$ cat config.mk
export PLATFORM = sky130hd
export DESIGN_NAME = norm_collector
export DESIGN_NICKNAME = d
export VERILOG_FILES = /design/src/rtl/norm_collector.sv
export SDC_FILE = /design/constraint.sdc
export NUM_CORES = 1
export LEC_CHECK = 0
export BUFFER_PORTS_ARGS = -buffer_cell sky130_fd_sc_hd__buf_2
export CORE_AREA = 3 3 325 327
export DETAILED_ROUTE_END_ITERATION = 6
export DIE_AREA = 0 0 328 330
export PLACE_DENSITY = 0.58
export SLEW_MARGIN = 20
export SYNTH_ARGS = -nofsm -noshare
export SYNTH_HDL_FRONTEND = slang
export SYNTH_SLANG_ARGS = --single-unit
$ cat constraint.sdc
create_clock -name clk -period 7.1 [get_ports clk]
set_input_delay 1.42 -clock clk [delete_from_list [all_inputs] [get_ports clk]]
set_output_delay 1.42 -clock clk [all_outputs]
set_load 0.005 [all_outputs]
$ cat src/rtl/norm_collector.sv
// Packs two-lane normalized word beats into COL-word rows and queues them in a show-ahead row FIFO.
// A closed row reaches the registered head one cycle later; a full FIFO without a pop drops the row and sets sticky overflow.
module norm_collector #(
  parameter int BW_PSUM = 11,
  parameter int COL     = 8,
  parameter int DEPTH   = 4
) (
  input  logic                         clk,
  input  logic                         reset,
  input  logic                         norm_valid,
  input  logic [BW_PSUM-1:0]           psum_norm_1,
  input  logic [BW_PSUM-1:0]           psum_norm_2,
  input  logic                         flush,
  output logic                         out_valid,
  input  logic                         out_ready,
  output logic [BW_PSUM*COL-1:0]       out_row_1,
  output logic [BW_PSUM*COL-1:0]       out_row_2,
  output logic [$clog2(COL+1)-1:0]     out_words,
  output logic [$clog2(DEPTH+1)-1:0]   fill_level,
  output logic                         overflow
);

  localparam int ROWW = BW_PSUM * COL;
  localparam int WW   = $clog2(COL + 1);
  localparam int BCW  = (COL > 1) ? $clog2(COL) : 1;
  localparam int PW   = (DEPTH > 1) ? $clog2(DEPTH) : 1;
  localparam int FW   = $clog2(DEPTH + 1);
  localparam logic [BCW-1:0] LAST_BEAT = BCW'(COL - 1);
  localparam logic [FW-1:0]  FULL_LVL  = FW'(DEPTH);

  typedef struct packed {
    logic [WW-1:0]   words;
    logic [ROWW-1:0] row_2;
    logic [ROWW-1:0] row_1;
  } entry_t;

  logic [BCW-1:0]  beat_cnt;
  logic [ROWW-1:0] asm_1, asm_2;
  logic [ROWW-1:0] cap_1, cap_2;
  entry_t          mem [DEPTH];
  entry_t          push_entry;
  logic [PW-1:0]   wr_ptr, rd_ptr;
  logic [FW-1:0]   count;
  logic            close_row, full, pop, push_ok;

  // Row as it stands after this cycle's beat; unwritten slots stay zero.
  always_comb begin
    cap_1 = asm_1;
    cap_2 = asm_2;
    if (norm_valid) begin
      for (int k = 0; k < COL; k++) begin
        if (BCW'(k) == beat_cnt) begin
          cap_1[k*BW_PSUM +: BW_PSUM] = psum_norm_1;
          cap_2[k*BW_PSUM +: BW_PSUM] = psum_norm_2;
        end
      end
    end
  end

  always_comb begin
    close_row = norm_valid ? ((beat_cnt == LAST_BEAT) || flush)
                           : (flush && (beat_cnt != '0));
    push_entry.row_1 = cap_1;
    push_entry.row_2 = cap_2;
    push_entry.words = norm_valid ? (WW'(beat_cnt) + WW'(1)) : WW'(beat_cnt);
    full    = (count == FULL_LVL);
    pop     = out_valid && out_ready;
    push_ok = close_row && (!full || pop);
  end

  always_ff @(posedge clk) begin
    if (reset) begin
      beat_cnt <= '0;
      asm_1    <= '0;
      asm_2    <= '0;
    end else if (close_row) begin
      beat_cnt <= '0;
      asm_1    <= '0;
      asm_2    <= '0;
    end else if (norm_valid) begin
      beat_cnt <= beat_cnt + BCW'(1);
      asm_1    <= cap_1;
      asm_2    <= cap_2;
    end
  end

  always_ff @(posedge clk) begin
    if (reset) begin
      wr_ptr   <= '0;
      rd_ptr   <= '0;
      count    <= '0;
      overflow <= 1'b0;
    end else begin
      if (push_ok) wr_ptr <= wr_ptr + PW'(1);
      if (pop)     rd_ptr <= rd_ptr + PW'(1);
      if (push_ok && !pop)      count <= count + FW'(1);
      else if (!push_ok && pop) count <= count - FW'(1);
      if (close_row && !push_ok) overflow <= 1'b1;
    end
  end

  // When full with a pop, wr_ptr equals rd_ptr: the slot being overwritten is the one leaving.
  always_ff @(posedge clk) begin
    if (push_ok) mem[wr_ptr] <= push_entry;
  end

  always_comb begin
    out_valid  = (count != '0);
    fill_level = count;
    out_row_1  = out_valid ? mem[rd_ptr].row_1 : '0;
    out_row_2  = out_valid ? mem[rd_ptr].row_2 : '0;
    out_words  = out_valid ? mem[rd_ptr].words : '0;
  end

endmodule

=== Yosys cells after proc, flatten, opt, wreduce, memory -nomap -nowiden ===
Memory sizes are Yosys's and may differ from the RTL's. A register that Yosys moved wholly into a read port is not among the register bits.
Index checks and enable logic that the tools add are counted.

* Add/subtract/negate cells: 6
* Equal/unequal tests: 9
* Multiplexer cells: 29
* Reduce and logical (&&, ||, !) cells: 16

{| class="wikitable"
|+ Operators with widths
! operator !! count
|-
| $mux 88 || 4
|-
| $mux 11 || 16
|-
| $eq 3x3->1 const A || 4
|-
| $mux 4 || 2
|-
| $add 3x1->3 const B || 2
|-
| $eq 2x3->1 const A || 2
|-
| $eq 3x3->1 const B || 2
|-
| $logic_and 1x1->1 || 6
|-
| $mux 3 || 2
|-
| $reduce_bool 3->1 || 2
|-
| $add 2x1->2 const B || 2
|-
| $add 3x1->4 const B || 1
|-
| $mux 2 || 2
|-
| $eq 1x3->1 const A || 1
|-
| $logic_not 1->1 || 3
|-
| $logic_not 3->1 || 1
|-
| $mux 1 || 3
|-
| $sub 3x1->3 const B || 1
|-
| $logic_or 1x1->1 || 2
|-
| $reduce_bool 2->1 || 1
|-
| $reduce_or 2->1 || 1
|}

* Flip-flop bits (word level): 187
* Memory bits (writable): 720
* Bits of input ports: 27
* Output and inout bits: 185
* Logic and storage cells: 68
* Memories: 1

{| class="wikitable"
|+ Memory list
! memory !! words !! width !! read ports !! clocked after Yosys merged registers in !! wr ports !! line !! RTL
|-
| mem || 4 || 180 || 1 || 1 || 1 || 40 || <nowiki>entry_t mem [DEPTH];</nowiki>
|}

=== Longest topological paths before layout ===
Gate-level depths: netlist of run 1.

* Depth after elaboration: 8
* Depth in mapped cells: 10
* Mapped depth without buffers: 10

=== Least setup slack after synthesis of run 1 ===
OpenSTA, ideal clock, no wires.

* Path type: input to register
* From: input port norm_valid
* To: memory mem[1][0] (netlist bit), enable pin
* Library setup time: 0.562 ns
* Arrival: 6.187 ns
* Path slack: 0.351 ns
* Cell stages on the path: 4
* Buffers on the path: 1
* Path through: buf_6 a21oi_2 nor3_1 and2_1

* Longest elaborated chain between the ends: 4

{| class="wikitable"
|+ RTL lines
! element !! line !! RTL
|-
| start: declaration || 10 || <nowiki>input logic norm_valid,</nowiki>
|-
| $mux 1 || 61 || <nowiki>close_row = norm_valid ? ((beat_cnt == LAST_BEAT) || flush)</nowiki>
|-
| $logic_and 1x1->1 || 68 || <nowiki>push_ok = close_row && (!full || pop);</nowiki>
|-
| named net push_ok || 44 || <nowiki>logic close_row, full, pop, push_ok;</nowiki>
|-
| $mux 1 || 104 || <nowiki>if (push_ok) mem[wr_ptr] <= push_entry;</nowiki>
|-
| $mux 1 (not written as such) || 104 ||
|-
| end: declaration || 40 ||
|}

The timed path passes the listed nets, and every way through them passes these cells.

==> results of run 1 <==
==> cell type report <==
cell class	instances	area, µm²
Fill cell	9380	63100
Sequential cell	909	25400
Multi-Input combinational cell	775	8850
Clock buffer	120	2490
Tap cell	1380	1730
Timing Repair Buffer	232	1290
Clock inverter	43	322
Inverter	6	22.5
Antenna cell	3	7.51
==> power by group through the flow <==
stage | registers [mW] | logic [mW] | clock network (mW)
global route | 6.14 | 3.48 | 4.82
floorplan | 6.17 | 1.97 | 0
CTS | 6.12 | 3.33 | 4.62
detailed placement | 6.23 | 3.32 | 0
finish | 6.11 | 3.16 | 4.50
global placement | 6.21 | 3.29 | 0
==> cells in the mapped netlist (2+ instances only) <==
cell	count	area, µm²
nor2b_1	179	1120
o21ai_0	2	10.0
nand2_1	2	7.51
buf_2	40	200
buf_4	3	22.5
nor2_1	6	22.5
nor3_1	2	10.0
edfxtp_1	720	21600
clkbuf_1	33	124
o31ai_1	3	22.5
nand3_4	2	35.0
or3_1	2	12.5
mux2_1	3	33.8
or4_1	2	15.0
mux4_2	180	4050
mux2_2	173	1950
nand2_2	2	12.5
ha_1	11	138
dfxtp_1	189	3780
buf_1	2	7.51
xor2_1	5	43.8
inv_1	6	22.5
nand3b_4	3	60.1
and2_1	184	1150
buf_6	21	236
a21oi_1	3	15.0
==> worst register-to-register path, stage by stage, from the launching register on <==
cell     delay [ns]
dfxtp_1        0.68
ha_1           0.32
a21oi_2        0.13
nor3_1         0.59
and2_4         0.76
buf_4          0.71
==> cells by family (layout without fill, tap and decap cells) <==
group | Yosys count | in the layout | synth area share
AO/OA/AOI/OAI | 12 | 12 | 0.00248
XOR/XNOR | 5 | 5 | 0.00126
adder cells (fa/ha/maj) | 12 | 12 | 0.00452
buffers and inverters | 105 | 401 | 0.0176
flip-flops | 909 | 909 | 0.729
multiplexers | 357 | 357 | 0.174
other | 0 | 3 | 0
AND/OR/NAND/NOR | 389 | 389 | 0.0715
==> sequential cells by signal, summed over array words and instances (netlist names), named ones only <==
| signal | cells |
|---|---|
| asm_1 | 88 |
| asm_2 | 88 |
| beat_cnt | 3 |
| fill_level | 3 |
| mem | 720 |
| overflow | 1 |
| rd_ptr | 2 |
| wr_ptr | 2 |
==> stage by stage <==
step	hold slack [ns]	std cells	power, mW	utilization	instance area [µm²]
after CTS	0.527	3465	14.1	0.389	40100
final	0.529	3468	13.8	0.389	40100
after global placement	0.498	3302	9.50	0.361	37300
after floorplan	0.481	1789	8.14	-	34800
after detailed placement	0.513	3302	9.55	0.361	37300
after global routing	0.570	3465	14.4	0.389	40100
==> layer usage <==
| layer | wire [µm] | vias to the layer above | GRT usage |
|---|---|---|---|
| met5 | 12 | - | 0 |
| met4 | 1260 | 2 | 0.0283 |
| met3 | 5260 | 88 | 0.0305 |
| met2 | 39500 | 475 | 0.244 |
| met1 | 35400 | 8812 | 0.208 |
| li1 | - | 7335 | - |
==> how the worst max path moves through the flow <==
stage	to	slack [ns]	cells after the start
2_1_floorplan	mem[1][0]	0.35	4
3_3_place_gp	mem[0][145]	2.50	5
3_5_place_dp	mem[0][146]	2.48	5
4_1_cts	out_row_1[77]	2.18	4
5_1_grt	out_words[2]	2.05	4
6_report	out_words[2]	2.41	4
==> flow_metrics.env, run 1 <==
export IMPL_layout_commonest_cell="edfxtp_1"
export IMPL_clockPowerShare=0.327
export IMPL_pre_cts_slack_ns=2.48
export IMPL_finalClockSkew_ns=0.0246
export IMPL_synthCells=1789
export IMPL_min_to="rd_ptr[1]"
export IMPL_hold_viol=0
export IMPL_grt_max_degree=108
export IMPL_boundaryPins=212
export IMPL_via_per_inst=4.82
export IMPL_netlist_area_um2=34800
export IMPL_drcViolationCount=0
export IMPL_clk_pin_slew_ns=0.06
export IMPL_min_delay_path_depth=2
export IMPL_mostFrequentLayoutCells="edfxtp_1 (720), buf_2 (211), dfxtp_1 (187), mux4_2 (180), and2_1 (180)"
export IMPL_cts_buffers=90
export IMPL_power_share_combinational=0.229
export IMPL_synth_cell_types=37
export IMPL_dp_final_hpwl_um=47100
export IMPL_yosys_warnings=0
export IMPL_post_route_min_period_ns=4.69
export IMPL_cts_sinks=909
export IMPL_cts_tree="built"
export IMPL_place_gp_congestion=0.721
export IMPL_worstSetupPathType="reg2out"
export IMPL_gr_total_overflow=0
export IMPL_p_sw_mw=3.75
export IMPL_cts_max_path_buffers=3
export IMPL_syn_nets=1828
export IMPL_synth_flop_cell="edfxtp_1"
export IMPL_cts_resized=0
export IMPL_ys_seq_area_frac=0.729
export IMPL_clk_latency_ns=0.64
export IMPL_firstDrtPassIters=5
export IMPL_slew_headroom=0.330
export IMPL_internal_power_mw=10.0
export IMPL_die_w_um=328
export IMPL_wirelength_um=81400
export IMPL_htree_levels=3
export IMPL_drt_iter0_drc=1310
export IMPL_wire_per_inst_um=23.5
export IMPL_max_freq_ghz=0.213
export IMPL_seqPwrFrac=0.444
export IMPL_syn_area_per_cell_um2=19.5
export IMPL_antenna_left=0
export IMPL_worstPathCellList="buf_12 -> mux4_2 -> and2_1 -> buf_2"
export IMPL_worstMarginPinSlew_ns=1.00
export IMPL_leakagePower_nw=14.0
export IMPL_grtUsageTotal=0.149
export IMPL_drive_gt1_frac=0.348
export IMPL_status="finished clean"
export IMPL_worstHoldPathType="reg2reg"
export IMPL_synth_seq_cells=909
export IMPL_numPortBuffers=211
export IMPL_dieArea_um2=108000
export IMPL_slowest_stage="dfxtp_4"
export IMPL_via_count=16700
export IMPL_postCtsHoldBufs=0
export IMPL_cp_slowest_stage_delay_ns=0.82
export IMPL_synth_edff_count=720
export IMPL_ir_worst_vdd_uv=245
export IMPL_die_h_um=330
export IMPL_r2r_end="mem[0][151]"
export IMPL_drv_slew=0
export IMPL_worst_slack_ns=2.41
export IMPL_drv_cap=0
export IMPL_grt_pass1_wl_um=119000
export IMPL_antenna_found_initial=12
export IMPL_p_per_area_nw_per_um2=343
export IMPL_post_cts_buffers=0
export IMPL_cp_required_ns=5.68
export IMPL_switching_share=0.272
export IMPL_min_period_over_period=0.660
export IMPL_rsz0062_at_grt="no"
export IMPL_setup_viol=0
export IMPL_critPathBufInv=2
export IMPL_critPathArrivalTime_ns=3.27
export IMPL_hp_start="rd_ptr[1]"
export IMPL_start_util=0.338
export IMPL_rows=118
export IMPL_clock_root_buffer="clkbuf_16"
export IMPL_r2r_start="beat_cnt[2]"
export IMPL_grt_pass1_vias=17200
export IMPL_start_kind="flip-flop"
export IMPL_r2r_slack_ns=3.45
export IMPL_syn_to_final_growth_pct=15.1
export IMPL_reg2reg_depth=5
export IMPL_tns_ns=0
export IMPL_core_um2=103000
export IMPL_cp_max_fo=93
export IMPL_nNetsFinal=2053
export IMPL_crit_family="flip-flops"
export IMPL_worst_setup_path_end_kind="output port"
export IMPL_ys_async_sr_fraction=0
Note: power is estimated with default switching activity, not from simulation.
==> run 2, diff against run 1 <==
PLACE_DENSITY = 0.56   (was 0.58)
clock period = 4.7 ns   (was 7.1 ns; I/O delays follow)
==> run 2 against run 1 <==
Compared with the run above:
- total power grew 57%
- final cell count rose by 0.72%
- clock-buffer cell count is 2 lower
- core utilization rose by 0.65 points
- clock power grew 68%
- register-to-register slack got worse by 1.9 ns
- via count up 0.79%
==> flow_metrics.env, run 2 (same netlist as run 1, synthesis figures left out) <==
export IMPL_syn_to_final_growth_pct=17.1
export IMPL_rsz0062_at_grt="no"
export IMPL_gr_total_overflow=0
export IMPL_clock_root_buffer="clkbuf_16"
export IMPL_worst_setup_path_end_kind="output port"
export IMPL_antenna_found_initial=13
export IMPL_post_route_min_period_ns=3.76
export IMPL_grt_max_degree=97
export IMPL_cts_resized=0
export IMPL_layout_commonest_cell="edfxtp_1"
export IMPL_min_delay_path_depth=1
export IMPL_worstPathCellList="buf_4 -> mux4_2 -> and2_1 -> buf_2"
export IMPL_worstHoldPathType="reg2reg"
export IMPL_worstSetupPathType="reg2out"
export IMPL_reg2reg_depth=9
export IMPL_firstDrtPassIters=5
export IMPL_numPortBuffers=211
export IMPL_nNetsFinal=2072
export IMPL_grt_pass1_vias=17500
export IMPL_worst_slack_ns=0.943
export IMPL_min_period_over_period=0.799
export IMPL_slew_headroom=0.361
export IMPL_top_register="mem"
export IMPL_nFillCells=9275
export IMPL_post_cts_buffers=0
export IMPL_wire_per_inst_um=23.7
export IMPL_hp_start="overflow"
export IMPL_grtUsageTotal=0.153
export IMPL_drive_gt1_frac=0.367
export IMPL_postCtsHoldBufs=0
export IMPL_r2r_start="beat_cnt[2]"
export IMPL_worstMarginPinSlew_ns=0.958
export IMPL_dp_final_hpwl_um=49100
export IMPL_htree_levels=3
export IMPL_mostFrequentLayoutCells="edfxtp_1 (720), buf_2 (211), dfxtp_1 (187), mux4_2 (180), and2_1 (180)"
export IMPL_leakagePower_nw=14.3
export IMPL_hold_viol=0
export IMPL_dieArea_um2=108000
export IMPL_crit_family="flip-flops"
export IMPL_place_gp_congestion=0.718
export IMPL_core_um2=103000
export IMPL_cp_max_fo=50
export IMPL_critPathArrivalTime_ns=2.82
export IMPL_wirelength_um=82900
export IMPL_die_w_um=328
export IMPL_drv_slew=0
export IMPL_cp_required_ns=3.76
export IMPL_cp_slowest_stage_delay_ns=0.94
export IMPL_start_kind="flip-flop"
export IMPL_reg_top3="mem x720, asm_1 x88, asm_2 x88"
export IMPL_drt_iter0_drc=1250
export IMPL_die_h_um=330
export IMPL_p_per_area_nw_per_um2=531
export IMPL_pre_cts_slack_ns=1.35
export IMPL_tns_ns=0
export IMPL_design_area_um2=40800
export IMPL_antenna_left=0
export IMPL_critPathBufInv=2
export IMPL_via_per_inst=4.82
export IMPL_cts_sinks=909
export IMPL_diodes=0
export IMPL_largest_reg_flops=720
export IMPL_ir_worst_vdd_uv=344
export IMPL_dpl_cell_area_um2=37600
export IMPL_grt_pass1_wl_um=122000
export IMPL_setup_viol=0
export IMPL_cts_tree="built"
export IMPL_final_util=0.395
export IMPL_rows=118
export IMPL_cts_max_path_buffers=3
export IMPL_min_to="overflow"
export IMPL_start_util=0.338
export IMPL_finalClockSkew_ns=0.0235
export IMPL_r2r_slack_ns=1.53
export IMPL_cts_buffers=93
export IMPL_drv_cap=0
export IMPL_clk_pin_slew_ns=0.06
export IMPL_boundaryPins=212
export IMPL_via_count=16800
export IMPL_r2r_end="fill_level[2]"
export IMPL_slowest_stage="dfxtp_4"
export IMPL_max_freq_ghz=0.266
export IMPL_drcViolationCount=0
export IMPL_status="finished clean"
export IMPL_clk_latency_ns=0.64
-- run 2: layout make-up --
| type | instances | area (µm²) | share of cell area |
|---|---|---|---|
| Clock buffer | 118 | 2550 | 0.0626 |
| Sequential cell | 909 | 25400 | 0.623 |
| Timing Repair Buffer | 248 | 1580 | 0.0388 |
| Clock inverter | 57 | 642 | 0.0157 |
| Inverter | 6 | 22.5 | 0.000552 |
| Multi-Input combinational cell | 775 | 8850 | 0.217 |
| Tap cell | 1380 | 1730 | 0.0423 |
-- run 2: worst max-delay path by stage --
stage,to,cells after the start,slack [ns]
final,out_row_2[8],4,0.94
after CTS,out_row_2[8],4,0.83
after floorplan,mem[0][0],4,0.42
after global routing,out_row_1[78],4,0.80
after detailed placement,mem[0][73],6,1.35
after global placement,fill_level[2],10,1.38
-- run 2: per-stage QoR --
stage          power (mW)  hold WS, ns  instances
6_report             21.7        0.484       3493
5_1_grt              22.8        0.506       3493
4_1_cts              22.2        0.493       3493
3_5_place_dp         14.6        0.478       3318
3_3_place_gp         14.5        0.473       3318
2_1_floorplan        12.3        0.481       1789
-- run 2: per-layer routing --
metal,track usage,wire length (µm),part of all wire,vias to the layer above
met5,0,11,0.00013,-
met4,0.0336,1120,0.013,2
met3,0.0281,4390,0.053,89
met2,0.254,40400,0.49,431
met1,0.211,37000,0.45,8932
li1,-,-,-,7390
-- run 2: power by group --
part	total [mW]	internal [mW]	leakage [nW]	switching (mW)
Combinational	4.95	2.31	4.38	2.64
Clock	7.54	4.48	1.57	3.06
Sequential	9.18	9.02	8.34	0.161
-- run 2: worst register-to-register path: stages, from the launching register on --
cell	delay, ns
dfxtp_1	0.65
ha_1	0.30
a21oi_2	0.13
nor3_1	0.61
ha_1	0.32
inv_1	0.07
fa_1	0.37
xor2_1	0.17
or3_1	0.31
a21oi_1	0.16
==> run 3, diff against run 2 <==
ABC_AREA = 1   (was not set)
CORE_AREA = 3 3 330 332   (was 3 3 325 327)
DIE_AREA = 0 0 333 335   (was 0 0 328 330)
clock period = 3.7 ns   (was 4.7 ns; I/O delays follow)
==> run 3 against run 2 <==
Compared with the run above:
- hold slack lost 0.15 ns
- synthesized area is 3.1% higher
- wire length up 13%
- non-clock buffer count up 16
- sequential power increased by 29%
- setup slack got worse by 0.72 ns
- clock-buffer cell count up 12
- sequential share of layout area down 1.3 points
- clock skew fell by 0.0034 ns
- synthesized cell count is 87% higher
- total power grew 32%
- final area up 2.2%
- largest power group unchanged
==> flow_metrics.env, run 3 <==
export IMPL_worst_slack_ns=0.227
export IMPL_design_area_um2=41700
export IMPL_clock_root_buffer="clkbuf_16"
export IMPL_antenna_left=0
export IMPL_layout_commonest_cell="nor2_1"
export IMPL_synth_flop_cell="edfxtp_1"
export IMPL_diodes=0
export IMPL_min_period_over_period=0.939
export IMPL_mostFrequentLayoutCells="nor2_1 (912), edfxtp_1 (720), o21ai_0 (485), inv_1 (376), buf_2 (211)"
export IMPL_dieArea_um2=112000
export IMPL_gr_total_overflow=0
export IMPL_status="finished clean"
export IMPL_slew_headroom=0.306
export IMPL_post_cts_buffers=0
export IMPL_post_route_min_period_ns=3.47
export IMPL_htree_levels=3
export IMPL_hp_start="reset"
export IMPL_top_register="mem"
export IMPL_cts_resized=0
export IMPL_hold_viol=0
export IMPL_fin_cells=5007
export IMPL_synth_edff_count=720
export IMPL_cp_required_ns=2.96
export IMPL_start_util=0.337
export IMPL_grt_pass1_vias=22200
export IMPL_reg_top3="mem x720, asm_1 x88, asm_2 x88"
export IMPL_via_count=23400
export IMPL_worstSetupPathType="reg2out"
export IMPL_max_freq_ghz=0.288
export IMPL_worstMarginPinSlew_ns=1.04
export IMPL_worstHoldPathType="in2reg"
export IMPL_ys_seq_area_frac=0.707
export IMPL_grt_pass1_wl_um=141000
export IMPL_finalClockSkew_ns=0.0202
export IMPL_pre_cts_slack_ns=0.627
export IMPL_p_per_area_nw_per_um2=686
export IMPL_synth_top_area_cell="edfxtp_1"
export IMPL_drcViolationCount=0
export IMPL_netlist_area_um2=35900
export IMPL_cts_tree="built"
export IMPL_nFillCells=10300
export IMPL_cts_max_path_buffers=3
export IMPL_cp_slowest_stage_delay_ns=0.60
export IMPL_cts_sinks=909
export IMPL_worst_setup_path_end_kind="output port"
export IMPL_antenna_found_initial=3
export IMPL_synth_area_leaders="edfxtp_1 (60%), dfxtp_1 (11%), nor2_1 (9.6%), o21ai_0 (6.8%), inv_1 (3.9%)"
export IMPL_boundaryPins=212
export IMPL_synth_top_area_frac=0.602
export IMPL_dp_cells=4825
export IMPL_clk_pin_slew_ns=0.06
export IMPL_wirelength_um=93700
export IMPL_critPathArrivalTime_ns=2.73
export IMPL_dp_final_hpwl_um=53100
export IMPL_die_h_um=335
export IMPL_drv_slew=0
export IMPL_cts_buffers=96
export IMPL_rows=120
export IMPL_worstPathCellList="nor2_1 -> nand2_1 -> inv_6 -> buf_4 -> a21oi_1 -> buf_2"
export IMPL_ir_worst_vdd_uv=483
export IMPL_synth_cell_types=27
export IMPL_rsz0062_at_grt="no"
export IMPL_core_um2=107000
export IMPL_min_delay_path_depth=2
export IMPL_synth_seq_cells=909
export IMPL_largest_reg_flops=720
export IMPL_wire_per_inst_um=18.7
export IMPL_finalPower_mw=28.6
export IMPL_die_w_um=333
export IMPL_yosys_warnings=0
export IMPL_dpl_cell_area_um2=38600
export IMPL_postCtsHoldBufs=0
export IMPL_synthCells=3349
export IMPL_synth_common_cells="nor2_1 (917), edfxtp_1 (720), o21ai_0 (485)"
export IMPL_drive_gt1_frac=0.120
export IMPL_numPortBuffers=211
export IMPL_r2r_slack_ns=0.92
export IMPL_via_per_inst=4.68
export IMPL_leakagePower_nw=17.0
export IMPL_grtUsageTotal=0.166
export IMPL_start_kind="flip-flop"
export IMPL_firstDrtPassIters=5
export IMPL_ys_async_sr_fraction=0
export IMPL_place_gp_congestion=0.746
export IMPL_clk_latency_ns=0.66
export IMPL_slowest_stage="inv_6"
export IMPL_syn_to_final_growth_pct=16.0
export IMPL_grt_max_degree=131
export IMPL_r2r_start="beat_cnt[0]"
export IMPL_cp_max_fo=66
export IMPL_synth_most_common_cell="nor2_1"
export IMPL_setup_viol=0
export IMPL_syn_nets=3388
export IMPL_drv_cap=0
export IMPL_syn_area_per_cell_um2=10.7
export IMPL_critPathLaunch="fill_level[0]"
export IMPL_drt_iter0_drc=1714
export IMPL_reg2reg_depth=9
export IMPL_final_util=0.391
export IMPL_nNetsFinal=3559
run 3: changes by cell type after synthesis, sizes merged, moves of 176 or more:
| cell | before | now |
|---|---|---|
| nor2 | 6 | 918 |
| o21ai | 2 | 538 |
| inv | 6 | 380 |
| nand2 | 4 | 200 |
| and2 | 184 | 0 |
| a21oi | 4 | 184 |
| mux4 | 180 | 0 |
| nor2b | 179 | 0 |
| mux2 | 176 | 0 |
run 3: kinds of logic (layout without fill, tap and decap cells):
family          Yosys count  after routing  share of synthesized area
compound gates          722            722                      0.101
fa+ha+maj                12             12                    0.00439
xor+xnor                  1              1                   0.000244
simple gates           1133           1133                      0.121
flops                   909            909                      0.707
buf+inv                 572            827                     0.0672
run 3: layer usage:
metal / part of all wire / track usage / wire length, µm / vias to the layer above
met5: 0.00021 / 0 / 20 / -
met4: 0.025 / 0.0459 / 2310 / 2
met3: 0.067 / 0.0337 / 6250 / 135
met2: 0.47 / 0.273 / 44000 / 605
met1: 0.44 / 0.224 / 41100 / 11300
li1: - / - / - / 11400
run 3: stage by stage:
| stage | hold slack [ns] | setup TNS (ns) |
|---|---|---|
| after global routing | 0.306 | 0 |
| final | 0.333 | 0 |
| after global placement | 0.438 | 0 |
| after detailed placement | 0.441 | 0 |
| after floorplan | 0.441 | -473.78 |
| after CTS | 0.278 | 0 |
run 3: final cells by class:
cell class | count | area [µm²] | area share
multi-input cells | 1868 | 8190 | 0.197
inverters | 381 | 1450 | 0.0348
clock inverters | 52 | 453 | 0.0109
repair buffers | 264 | 1750 | 0.0421
well taps | 1403 | 1760 | 0.0421
flip-flops and latches | 909 | 25400 | 0.610
clock buffers | 130 | 2650 | 0.0637
run 3: worst paths after layout:
check,end
worst min-delay path,overflow
worst max-delay path,out_row_1[74]
worst min register to register,overflow
worst max register to register,mem[2][50]
run 3: worst max-delay path, delay by kind of cell (launching register included):
family	cells	cell delay, ns
AO/OA/AOI/OAI	1	0.15
buffers and inverters	3	1.12
flip-flops	1	0.36
AND/OR/NAND/NOR	2	0.41
run 3: where the power goes:
| group | internal, mW | switching (mW) | total (mW) |
|---|---|---|---|
| sequential | 11.6 | 0.151 | 11.8 |
| combinational | 2.26 | 5.14 | 7.40 |
| clock | 5.46 | 3.94 | 9.40 |
